===== config.mk =====
export PLATFORM = sky130hd
export DESIGN_NAME = in_pass_opb_multi
export DESIGN_NICKNAME = d
export VERILOG_FILES = /design/src/rtl/in_pass_opb_pkg.sv /design/src/rtl/in_pass_opb_ch.sv /design/src/rtl/in_pass_opb_multi.sv
export SDC_FILE = /design/constraint.sdc
export NUM_CORES = 1
export LEC_CHECK = 0
export ABC_AREA = 1
export ABC_CLOCK_PERIOD_IN_PS = 2000
export CELL_PAD_IN_SITES_DETAIL_PLACEMENT = 2
export CELL_PAD_IN_SITES_GLOBAL_PLACEMENT = 2
export CORE_ASPECT_RATIO = 0.75
export CORE_UTILIZATION = 31
export CTS_BUF_LIST = sky130_fd_sc_hd__clkbuf_8 sky130_fd_sc_hd__clkbuf_16
export CTS_CLUSTER_DIAMETER = 200
export DETAILED_ROUTE_END_ITERATION = 7
export MAX_ROUTING_LAYER = met4
export PLACE_DENSITY = 0.79
export SKIP_CTS_REPAIR_TIMING = 1
export SYNTH_ARGS = -nofsm -noshare
export SYNTH_HDL_FRONTEND = slang
export SYNTH_SLANG_ARGS = --single-unit
export TNS_END_PERCENT = 30

===== constraint.sdc =====
create_clock -name UserCLK -period 2 [get_ports UserCLK]
set_input_delay 0.4 -clock UserCLK [delete_from_list [all_inputs] [get_ports UserCLK]]
set_output_delay 0.4 -clock UserCLK [all_outputs]
set_load 0.03 [all_outputs]

===== src/rtl/in_pass_opb_pkg.sv =====
// Shared definitions for the OPB input-pass block: per-channel conditioning
// mode encodings and their field width.
package in_pass_opb_pkg;

  // Width of the per-channel mode field inside ConfigBits.
  localparam int MODE_W = 2;

  // Conditioning modes, as encoded in the tile config frame.
  localparam logic [MODE_W-1:0] MODE_COMB = 2'b00;  // straight wire
  localparam logic [MODE_W-1:0] MODE_REG  = 2'b01;  // one flop
  localparam logic [MODE_W-1:0] MODE_SYNC = 2'b10;  // multi-flop synchroniser
  localparam logic [MODE_W-1:0] MODE_FILT = 2'b11;  // synchroniser + debounce

endpackage : in_pass_opb_pkg


===== src/rtl/in_pass_opb_ch.sv =====
// One input-pass channel. It holds the single-cycle register, the
// synchroniser chain, the debounce filter and the mode-selected output mux.
// All pipelines run every cycle, so a mode change only switches the mux.
// Optional feature macro: IN_PASS_EDGE_EN adds a rising-edge pulse output.
module in_pass_opb_ch
  import in_pass_opb_pkg::*;
#(
  parameter int SYNC_STAGES = 2,
  parameter int FILT_W      = 3
) (
  input  logic              UserCLK,
  input  logic              RESETn,
  input  logic              opb_i,
  input  logic [MODE_W-1:0] mode,
  input  logic [FILT_W-1:0] thresh,
  output logic              opb_o
`ifdef IN_PASS_EDGE_EN
  ,
  output logic              opb_e
`endif
);

  // Effective threshold: a programmed zero behaves like one.
  function automatic logic [FILT_W:0] eff_thresh(input logic [FILT_W-1:0] t);
    logic [FILT_W:0] r;
    if (t == {FILT_W{1'b0}}) begin
      r = {{FILT_W{1'b0}}, 1'b1};
    end else begin
      r = {1'b0, t};
    end
    return r;
  endfunction

  logic                   reg_r;
  logic [SYNC_STAGES-1:0] sync_r;
  logic                   sync_s;
  logic                   f_out_r;
  logic [FILT_W-1:0]      cnt_r;
  logic [FILT_W:0]        cnt_inc_s;
  logic [FILT_W:0]        teff_s;
  logic                   f_out_nxt_s;
  logic [FILT_W-1:0]      cnt_nxt_s;

  assign sync_s    = sync_r[SYNC_STAGES-1];
  assign cnt_inc_s = {1'b0, cnt_r} + {{FILT_W{1'b0}}, 1'b1};
  assign teff_s    = eff_thresh(thresh);

  // Single-cycle registered copy of the input.
  always_ff @(posedge UserCLK or negedge RESETn) begin
    if (!RESETn) begin
      reg_r <= 1'b0;
    end else begin
      reg_r <= opb_i;
    end
  end

  // Synchroniser shift chain; the oldest stage feeds SYNC and FILT modes.
  always_ff @(posedge UserCLK or negedge RESETn) begin
    if (!RESETn) begin
      sync_r <= {SYNC_STAGES{1'b0}};
    end else begin
      sync_r <= {sync_r[SYNC_STAGES-2:0], opb_i};
    end
  end

  // Debounce next state: a disagreement must persist for Teff compares
  // before the filtered level flips; any agreement clears the count.
  always_comb begin
    f_out_nxt_s = f_out_r;
    cnt_nxt_s   = cnt_r;
    if (sync_s == f_out_r) begin
      cnt_nxt_s = {FILT_W{1'b0}};
    end else if (cnt_inc_s >= teff_s) begin
      f_out_nxt_s = sync_s;
      cnt_nxt_s   = {FILT_W{1'b0}};
    end else begin
      cnt_nxt_s = cnt_inc_s[FILT_W-1:0];
    end
  end

  // Debounce state register; reset discards any count in progress.
  always_ff @(posedge UserCLK or negedge RESETn) begin
    if (!RESETn) begin
      f_out_r <= 1'b0;
      cnt_r   <= {FILT_W{1'b0}};
    end else begin
      f_out_r <= f_out_nxt_s;
      cnt_r   <= cnt_nxt_s;
    end
  end

  // Output select; COMB bypasses every flop so it follows the pin in reset.
  always_comb begin
    opb_o = 1'b0;
    case (mode)
      MODE_COMB: opb_o = opb_i;
      MODE_REG:  opb_o = reg_r;
      MODE_SYNC: opb_o = sync_s;
      MODE_FILT: opb_o = f_out_r;
      default:   opb_o = 1'b0;
    endcase
  end

`ifdef IN_PASS_EDGE_EN
  logic o_prev_r;

  // Previous-cycle copy of the selected output, for rising-edge detection.
  always_ff @(posedge UserCLK or negedge RESETn) begin
    if (!RESETn) begin
      o_prev_r <= 1'b0;
    end else begin
      o_prev_r <= opb_o;
    end
  end

  // Edge pulse, held low while reset is asserted.
  always_comb begin
    opb_e = opb_o & ~o_prev_r & RESETn;
  end
`endif

endmodule : in_pass_opb_ch


===== src/rtl/in_pass_opb_multi.sv =====
// Multi-channel fabric input-pass BEL. Each external input gets its own
// conditioning channel; mode fields and the shared filter threshold are
// sliced out of the static ConfigBits vector.
// Optional feature macro: IN_PASS_EDGE_EN adds the OPB_E edge-pulse port.
module in_pass_opb_multi
  import in_pass_opb_pkg::*;
#(
  parameter  int NUM_CH       = 4,
  parameter  int SYNC_STAGES  = 2,
  parameter  int FILT_W       = 3,
  localparam int NoConfigBits = 2 * NUM_CH + FILT_W
) (
  input  logic                    UserCLK,
  input  logic                    RESETn,
  input  logic [NUM_CH-1:0]       OPB_I,
  output logic [NUM_CH-1:0]       OPB_O,
  input  logic [NoConfigBits-1:0] ConfigBits
`ifdef IN_PASS_EDGE_EN
  ,
  output logic [NUM_CH-1:0]       OPB_E
`endif
);

  logic [FILT_W-1:0] thresh_s;

  assign thresh_s = ConfigBits[2*NUM_CH +: FILT_W];

  for (genvar i = 0; i < NUM_CH; i++) begin : g_ch
    in_pass_opb_ch #(
      .SYNC_STAGES (SYNC_STAGES),
      .FILT_W      (FILT_W)
    ) u_ch (
      .UserCLK (UserCLK),
      .RESETn  (RESETn),
      .opb_i   (OPB_I[i]),
      .mode    (ConfigBits[MODE_W*i +: MODE_W]),
      .thresh  (thresh_s),
      .opb_o   (OPB_O[i])
`ifdef IN_PASS_EDGE_EN
      ,
      .opb_e   (OPB_E[i])
`endif
    );
  end

endmodule : in_pass_opb_multi

* Word level (Yosys, flattened, before mapping)
Index checks and enable logic that the tools add are counted.
Storage, ports and cells: input port bits 17, register bits 28
Operators by class: $add $sub $neg 4, eq/ne operators 16, reduce and logical (&&, ||, !) cells 9, multiplexer cells 13, bitwise operators 4, magnitude comparators 4
Operators by type and width (count):
- 3-bit two-way mux | 9
- 3-bit by 1-bit adder with 4-bit output, second input constant | 4
- 2-bit equality test, second input constant | 8
- 4-bit >= comparator | 4
- 1-bit case mux with 4 select lines | 4
- 2-bit by 1-bit equality test with 1-bit output, second input constant | 4
- 2-bit logical NOT | 4
- 2-bit AND reduction | 4
- 1-bit equality test | 4
- 1-bit inverter | 4
- 3-bit logical NOT | 1

* Depth between registers and ports, before layout
Gate-level depths: netlist of run 1.
depth after elaboration 5, depth in mapped cells 10

* By module
A second synthesis of run 1 with hierarchy kept.
Second synthesis, totals: cells, all modules 168, area, all modules 1371.3 sq um
Modules (own cells, without submodules):
- in_pass_opb_ch | cells an instance 42, sequential area each 150.1 sq um, area an instance 342.8 sq um, times used 4

* Worst setup path before layout of run 1
OpenSTA, ideal clock, no wires.
path type input port to flip-flop, start point input port ConfigBits[9], end point register g_ch[0].u_ch.f_out_r, arrival 1.316 ns, buffers on the path 0, slack 0.568 ns, data required time 1.883 ns, stages on the path 10, cells stage by stage o21bai_1 -> ha_1 -> inv_1 -> nand2_1 -> nand2_1 -> nand2_1 -> nand2_1 -> nand2_1 -> nand2_1 -> nand2_1
On the way: longest elaborated chain between the ends 4
Ends and longest elaborated chain:
- start, declared | RTL line in_pass_opb_multi.sv:17 | input logic [NoConfigBits-1:0] ConfigBits
- 3-bit logical NOT | RTL line in_pass_opb_ch.sv:26 | if (t == {FILT_W{1'b0}}) begin
- 3-bit two-way mux (*) | RTL line in_pass_opb_ch.sv:26
- 4-bit >= comparator (*) | RTL line in_pass_opb_ch.sv:73 | end else if (cnt_inc_s >= teff_s) begin
- 2-bit AND reduction (no source line) (*)
- end signal, assigned | RTL line in_pass_opb_ch.sv:87 | f_out_r <= f_out_nxt_s;
- end, declared | RTL line in_pass_opb_ch.sv:37 | logic f_out_r;
Every way passes the cells marked *; elsewhere a longest branch is shown, timed or not. A chain may end at the register's enable or synchronous reset.

* Worst setup path in the final report of run 1
start point input port ConfigBits[6], end point output port OPB_O[3]
On the way: longest elaborated chain between the ends 2, elaborated cells on any way between the ends 5, those cells by class eq/ne (3); mux (1); reduce/logical (1)
Ends and longest elaborated chain:
- 2-bit equality test, or another cell as far along | RTL line in_pass_opb_ch.sv:95 | case (mode)
- 1-bit case mux with 4 select lines (*) | RTL line in_pass_opb_ch.sv:95
- end, declared | RTL line in_pass_opb_multi.sv:16 | output logic [NUM_CH-1:0] OPB_O,
Marks and branches as above.

==> results of run 1 <==
[flip-flops by register name (all words and copies together), names as in the netlist]
register / cells
g_ch.u_ch.sync_r: 8
g_ch.u_ch.cnt_r: 12
g_ch.u_ch.f_out_r: 4
[power breakdown]
part / internal [mW] / leakage (nW) / switching (mW)
clock: 0.176 / 0.0288 / 0.153
sequential: 0.614 / 0.304 / 0.110
combinational: 0.339 / 0.571 / 0.523
total: 1.13 / 0.903 / 0.786
[final timing paths]
path	cells after the start	to
max	5	OPB_O[3]
min	0	g_ch[2].u_ch.sync_r[1]
max reg2reg	7	g_ch[3].u_ch.cnt_r[1]
min reg2reg	0	g_ch[2].u_ch.sync_r[1]
max in group asynchronous	2	g_ch[2].u_ch.cnt_r[1]
min in group asynchronous	2	g_ch[0].u_ch.f_out_r
[cells by family after synthesis]
logic type               share of synthesized area
adder cells (fa/ha/maj)                      0.147
AND/OR/NAND/NOR                              0.201
AO/OA/AOI/OAI                               0.0608
flip-flops                                   0.442
buffers and inverters                       0.0968
XOR/XNOR                                    0.0516
[per-stage QoR]
step,setup slack [ns],util,power [mW],hold slack [ns],instance area (um2)
floorplan,0.568,-,1.31,0.104,1360
global placement,-0.0325,0.388,1.49,0.353,1600
detailed placement,-0.101,0.388,1.59,0.362,1600
CTS,0.120,0.401,1.97,0.388,1660
global route,0.0615,0.402,2.11,0.392,1660
finish,0.188,0.402,1.91,0.385,1660
[layer usage]
layer,vias up,global-route usage,wire length [um]
li1,547,-,-
met1,551,0.173,1340
met2,11,0.338,1880
met3,2,0.0369,62
met4,0,0.0317,15
met5,-,-,0
[synth_stat cells (all sizes together)]
cell type / count / area (um2)
nand2: 38 / 143
xor2: 7 / 61.3
xnor2: 1 / 8.76
nand3: 8 / 40.0
inv: 27 / 101
o21bai: 3 / 22.5
ha: 16 / 200
nor2: 24 / 90.1
buf: 4 / 30.0
dfrtp: 24 / 601
o21ai: 12 / 60.1
[cell type report]
type                            count  area (um2)
Sequential cell                    24         601
Tap cell                           55        68.8
Clock buffer                        4        55.1
Multi-Input combinational cell    109         629
Fill cell                         475        2470
Inverter                           27         101
Timing Repair Buffer               22         205
==> results.ini, run 1 <==
[drt]
route.vias.total=1111
drtIter0Drc=14
drc=0
dr.pass1.iters=3
routedWlPerCell_um=13.7
ant_nets=0
viasPerCell=4.61
wirelength_um=3300

[setup_path]
worstPathMaxFanout=3
max_stage_delay_ns=0.49
r2r_setup_slack_ns=0.31
crit_chain=clkdlybuf4s50_1 > inv_1 > o21ai_0 > o21ai_0 > buf_4
startpoint=ConfigBits[6]
cp_slowest_cell=clkdlybuf4s50_1
r2r-start=g_ch[3].u_ch.cnt_r[0]
critPathArrivalTime_ns=1.41
crit_type=in2out
cp_num_buf_inv=3
cpLargestDelayFamily=buffers and inverters
worst_setup_path_start_kind=input port
required_ns=1.60
cp_common_cell=o21ai_0
end_kind=output pin

[grt]
antenna_found_initial=0
grt.overflow.total=0
grt_max_degree=25
grt_pass1_vias=1278
grt_pass1_wl_um=5720
track_usage=0.170

[timing]
fmax_mhz=552
drv_slew=0
rsz0062_at_grt=no
final.period_utilization=0.906
timing.setup.tns_ns=0
clock_skew_ns=0.00442
worstMarginPinSlew_ns=0.328
hold_violations=0
slew-limit-headroom=0.781
min_period_ns=1.81
setup-violations-final=0

[floorplan]
die_h_um=59.3
die-area_mm2=0.00465
die_w_um=78.4
core_area_mm2=0.00413
start_util=0.329
num_rows=20
io_pins=21

[job]
drv_cap=0

[cts]
htree_levels=1
cts.sinks=24
clock_latency_ns=0.27
ctsLongestPathBuffers=2
clkTransAtPathRegs_ns=0.09
cts_root_buf=clkbuf_8
cts_made_buffers=3
cts_tree=built

[synthesis]
ys_seq_area_frac=0.442
ys_ff_latch=24
syn_area_per_cell_um2=8.28
synthCells=164
ys_warn_count=0
synth_area_mm2=0.00136
ys_types=11
syn_nets=197

[hold_path]
hp-start=g_ch[2].u_ch.sync_r[0]
hp-class=reg2reg

[place]
place_hpwl_um=2580
dp.cells=237
finalWeightedCongestion=0.712
port_buffers=20

[cells_and_area]
drive_above_1_share=0.0591
final_cell_mix=38 x nand2_1, 27 x inv_1, 24 x nor2_1, 24 x dfrtp_1
stdcell_count=241
area_growth_syn_to_layout_pct=22.3
layout_commonest_cell=nand2_1
nNetsFinal=220
n_antenna_cell=0

[power]
p_leak_nw=0.903
ir_drop_mv=0.402
p_per_area_mw_per_mm2=1150

[outcome]
status=finished, final reports clean

(Power assumes the default switching activity.)
==> run 2, diff against run 1 <==
Settings changed: MAX_ROUTING_LAYER met4 to unset.
==> results.ini, run 2 (synthesis gave the netlist of run 1 again) <==
[power]
ir_drop_mv=0.402  ; unchanged
power_frac_seq=0.378  ; about the same
p_leak_nw=0.903  ; unchanged
p_per_area_mw_per_mm2=1150  ; about the same
p_clk_frac=0.172  ; about the same
p_int_mw=1.13  ; about the same
sw_frac_of_total=0.411  ; about the same
p_comb_frac=0.450  ; about the same
power.switching_mw=0.786  ; about the same

[setup_path]
crit_type=in2out  ; unchanged
required_ns=1.60  ; about the same
critPathArrivalTime_ns=1.41  ; about the same
worst_setup_path_start_kind=input port  ; unchanged
end_kind=output pin  ; unchanged
r2r_cells=7  ; unchanged
worstPathMaxFanout=3  ; unchanged
r2r_end=g_ch[3].u_ch.cnt_r[1]  ; unchanged
r2r_setup_slack_ns=0.31  ; about the same
r2r-start=g_ch[3].u_ch.cnt_r[0]  ; unchanged

[drt]
wirelength_um=3300  ; about the same
dr.pass1.iters=3  ; unchanged
ant_nets=0  ; unchanged
drc=0  ; unchanged
route.vias.total=1111  ; unchanged
met1_length_um=1340  ; unchanged
viasPerCell=4.61  ; unchanged
wl_met3_um=64  ; was 62 um
drtIter0Drc=14  ; unchanged
routedWlPerCell_um=13.7  ; about the same
dr_wl_met2_um=1880  ; unchanged
top_layer=met4  ; unchanged

[cts]
cts_made_buffers=3  ; unchanged
cts_tree=built  ; unchanged
htree_levels=1  ; unchanged
ctsLongestPathBuffers=2  ; unchanged
cts.sinks=24  ; unchanged
cts_root_buf=clkbuf_8  ; unchanged
clock_latency_ns=0.27  ; about the same
clkTransAtPathRegs_ns=0.09  ; about the same

[cells_and_area]
n_antenna_cell=0  ; unchanged
area_growth_syn_to_layout_pct=22.3  ; unchanged
regMostFlops=g_ch.u_ch.cnt_r  ; unchanged
layout_commonest_cell=nand2_1  ; unchanged
drive_above_1_share=0.0591  ; unchanged
largest_reg_flops=12  ; unchanged
design_area_mm2=0.00166  ; unchanged
reg_top3=g_ch.u_ch.cnt_r: 12 flops, g_ch.u_ch.sync_r: 8 flops, g_ch.u_ch.f_out_r: 4 flops  ; unchanged
final_cell_mix=38 x nand2_1, 27 x inv_1, 24 x nor2_1, 24 x dfrtp_1  ; unchanged
nNetsFinal=220  ; unchanged

[hold_path]
hp-class=reg2reg  ; unchanged
min_path_cells=0  ; unchanged
hp-start=g_ch[2].u_ch.sync_r[0]  ; unchanged
whs_endpoint=g_ch[2].u_ch.sync_r[1]  ; unchanged

[floorplan]
die_h_um=59.3  ; unchanged
core_area_mm2=0.00413  ; unchanged
die-area_mm2=0.00465  ; unchanged
die_w_um=78.4  ; unchanged
num_rows=20  ; unchanged
start_util=0.329  ; unchanged
io_pins=21  ; unchanged

[place]
finalWeightedCongestion=0.704  ; was 0.712
port_buffers=20  ; unchanged
pre_cts_slack_ns=-0.101  ; unchanged
dpl_cell_area_mm2=0.00160  ; unchanged
place_hpwl_um=2580  ; unchanged

[timing]
worstMarginPinSlew_ns=0.328  ; about the same
rsz0062_at_grt=no  ; unchanged
setup-violations-final=0  ; unchanged
slew-limit-headroom=0.781  ; about the same
hold_violations=0  ; unchanged
hold-worst-slack_ns=0.385  ; about the same
fmax_mhz=552  ; unchanged
min_period_ns=1.81  ; unchanged
clock_skew_ns=0.00442  ; about the same
final.period_utilization=0.906  ; unchanged
setup_slack_ns=0.188  ; unchanged
drv_slew=0  ; unchanged

[grt]
grt_pass1_wl_um=5710  ; was 5720 um
track_usage=0.164  ; was 0.170
grt_pass1_vias=1279  ; was 1278
grt_max_degree=25  ; unchanged
antenna_found_initial=0  ; unchanged
grt.overflow.total=0  ; unchanged

[job]
drv_cap=0  ; unchanged

[outcome]
status=finished, final reports clean  ; unchanged

## run 2: power by group through the flow
stage          clock network [mW]  registers (mW)  logic [mW]
2_1_floorplan                   0           0.701       0.608
3_3_place_gp                    0           0.726       0.760
3_5_place_dp                    0           0.736       0.851
4_1_cts                     0.345           0.727       0.898
5_1_grt                     0.365           0.744        1.01
6_report                    0.329           0.723       0.861
## run 2: final cells by class
type                    count  area, um2
flip-flops and latches     24        601
multi-input cells         109        629
inverters                  27        101
repair buffers             22        205
fillers                   475       2470
clock buffers               4       55.1
well taps                  55       68.8
## run 2: through the flow
step / instances / total power [mW] / util / setup TNS [ns]
2_1_floorplan: 164 / 1.31 / - / 0
4_1_cts: 241 / 1.97 / 0.401 / 0
3_5_place_dp: 237 / 1.59 / 0.388 / -0.772
5_1_grt: 241 / 2.11 / 0.402 / 0
6_report: 241 / 1.91 / 0.402 / 0
3_3_place_gp: 237 / 1.49 / 0.388 / -0.113
## run 2: worst max-delay path, stage by stage
cell and delay, ns:
clkdlybuf4s50_1 0.49, inv_1 0.06, o21ai_0 0.17, o21ai_0 0.11
buf_4 0.18
## run 2: how the worst max path moves through the flow
stage                     cells after the start           start               endpoint  slack [ns]
after floorplan                              10   ConfigBits[9]   g_ch[0].u_ch.f_out_r        0.57
after global placement                       11   ConfigBits[9]   g_ch[1].u_ch.f_out_r       -0.03
after detailed placement                     11  ConfigBits[10]   g_ch[1].u_ch.f_out_r       -0.10
after CTS                                    10   ConfigBits[9]  g_ch[3].u_ch.cnt_r[1]        0.12
after global routing                          5   ConfigBits[4]               OPB_O[2]        0.06
final                                         5   ConfigBits[6]               OPB_O[3]        0.19
## run 2: layer usage
metal | track usage | vias up
met3 | 0.0369 | 2
met4 | 0.0317 | 0
met2 | 0.338 | 11
met5 | 0 | -
met1 | 0.173 | 551
li1 | - | 547
==> run 3, diff against run 2 <==
Settings changed: CORE_ASPECT_RATIO 0.75 to 1.4, CTS_CLUSTER_SIZE set to 28.
==> results.ini, run 3 (synthesis gave the netlist of run 1 again) <==
[setup_path]
cp_common_cell=o21ai_0  ; unchanged
worst_setup_path_start_kind=input port  ; unchanged
end_kind=output pin  ; unchanged
crit_type=in2out  ; unchanged
cp_num_buf_inv=3  ; unchanged
r2r_end=g_ch[1].u_ch.f_out_r  ; was g_ch[3].u_ch.cnt_r[1]
worstPathMaxFanout=3  ; unchanged
r2r_setup_slack_ns=0.37  ; was 0.31 ns
max_stage_delay_ns=0.51  ; was 0.49 ns
r2r_cells=7  ; unchanged
required_ns=1.60  ; about the same
crit_chain=clkdlybuf4s50_1 > inv_1 > o21ai_0 > o21ai_0 > buf_4  ; unchanged
cpLargestDelayFamily=buffers and inverters  ; unchanged
r2r-start=g_ch[1].u_ch.cnt_r[0]  ; was g_ch[3].u_ch.cnt_r[0]
cp_slowest_cell=clkdlybuf4s50_1  ; unchanged
critPathArrivalTime_ns=1.46  ; was 1.41 ns

[drt]
route.vias.total=1116  ; was 1111
viasPerCell=4.83  ; was 4.61
wirelength_um=3250  ; was 3300 um
drtIter0Drc=17  ; was 14
routedWlPerCell_um=14.1  ; was 13.7 um
dr.pass1.iters=6  ; was 3
ant_nets=0  ; unchanged
drc=2  ; was 0

[hold_path]
hp-start=g_ch[0].u_ch.sync_r[0]  ; was g_ch[2].u_ch.sync_r[0]
min_path_cells=0  ; unchanged
whs_endpoint=g_ch[0].u_ch.sync_r[1]  ; was g_ch[2].u_ch.sync_r[1]
hp-class=reg2reg  ; unchanged

[cells_and_area]
largest_reg_flops=12  ; unchanged
n_antenna_cell=0  ; unchanged
post-route-util=0.392  ; was 0.402
regMostFlops=g_ch.u_ch.cnt_r  ; unchanged
nNetsFinal=220  ; unchanged
layout_commonest_cell=nand2_1  ; unchanged
fillers=490  ; was 475
drive_above_1_share=0.0591  ; unchanged
final_cell_mix=38 x nand2_1, 27 x inv_1, 24 x nor2_1, 24 x dfrtp_1  ; unchanged
area_growth_syn_to_layout_pct=21.4  ; was 22.3%
reg_top3=g_ch.u_ch.cnt_r: 12 flops, g_ch.u_ch.sync_r: 8 flops, g_ch.u_ch.f_out_r: 4 flops  ; unchanged

[power]
p_leak_nw=0.903  ; unchanged
p_per_area_mw_per_mm2=1150  ; about the same
ir_drop_mv=0.346  ; was 0.402 mV
power_mw=1.90  ; was 1.91 mW

[grt]
antenna_found_initial=0  ; unchanged
grt_max_degree=25  ; unchanged
grt_pass1_vias=1299  ; was 1279
grt_pass1_wl_um=5710  ; unchanged
track_usage=0.162  ; was 0.164
grt.overflow.total=0  ; unchanged

[cts]
clock_latency_ns=0.28  ; was 0.27 ns
cts_tree=built  ; unchanged
cts_root_buf=clkbuf_8  ; unchanged
cts.sinks=24  ; unchanged
ctsLongestPathBuffers=2  ; unchanged
clkTransAtPathRegs_ns=0.09  ; about the same
cts_made_buffers=3  ; unchanged
htree_levels=1  ; unchanged

[floorplan]
io_pins=21  ; unchanged
die_h_um=80.3  ; was 59.3 um
core_area_mm2=0.00420  ; was 0.00413 mm2
die_w_um=57.9  ; was 78.4 um
num_rows=28  ; was 20
die-area_mm2=0.00465  ; about the same
start_util=0.323  ; was 0.329

[place]
place_hpwl_um=2590  ; was 2580 um
pre_cts_slack_ns=-0.115  ; was -0.101 ns
port_buffers=20  ; unchanged
finalWeightedCongestion=0.736  ; was 0.704

[timing]
setup_slack_ns=0.139  ; was 0.188 ns
fmax_mhz=537  ; was 552 MHz
clock_skew_ns=0.00247  ; was 0.00442 ns
hold_violations=0  ; unchanged
drv_slew=0  ; unchanged
setup-violations-final=0  ; unchanged
worstMarginPinSlew_ns=0.323  ; was 0.328 ns
final.period_utilization=0.931  ; was 0.906
min_period_ns=1.86  ; was 1.81 ns
slew-limit-headroom=0.785  ; was 0.781
rsz0062_at_grt=no  ; unchanged

[job]
drv_cap=0  ; unchanged

[outcome]
status=finished, violations left  ; was finished, final reports clean
violations=DRC

-- run 3: cell counts in the layout (fill, tap and decap cells not counted) --
No cell type changed its count.
-- run 3: cell type report --
cell class	instances	area (um2)	share of cell area
sequential	24	601	0.364
timing repair buffer	22	205	0.125
multi-input combinational	109	629	0.382
tap	45	56.3	0.0342
inverter	27	101	0.0615
clock buffer	4	55.1	0.0334
-- run 3: through the flow --
step                      TNS, ns  std cells  hold slack [ns]  cell area (um2)
final                           0        231            0.381             1650
after global routing            0        231            0.389             1650
after CTS                       0        231            0.381             1640
after detailed placement    -1.27        227            0.360             1590
after global placement    -0.0362        227            0.351             1590
after floorplan                 0        164            0.104             1360
-- run 3: per-layer routing --
layer,wire (um),part of all wire,vias to the layer above,global-route usage
met3,90,0.028,4,0.0209
li1,-,-,546,-
met2,1940,0.60,15,0.325
met4,50,0.015,0,0.0643
met5,0,0,-,0
met1,1170,0.36,551,0.160
-- run 3: worst max path at each step --
| stage | from | end | cells after the start |
|---|---|---|---|
| after detailed placement | ConfigBits[9] | g_ch[3].u_ch.cnt_r[1] | 10 |
| after global routing | ConfigBits[4] | OPB_O[2] | 5 |
| final | ConfigBits[0] | OPB_O[0] | 5 |
| after global placement | ConfigBits[9] | g_ch[1].u_ch.f_out_r | 11 |
| after floorplan | ConfigBits[9] | g_ch[0].u_ch.f_out_r | 10 |
| after CTS | ConfigBits[0] | OPB_O[0] | 5 |
-- run 3: power breakdown --
group          total [mW]  switching (mW)  internal (mW)
registers           0.723           0.109          0.613
clock network       0.348           0.172          0.177
logic               0.831           0.495          0.335
total                1.90           0.776           1.13
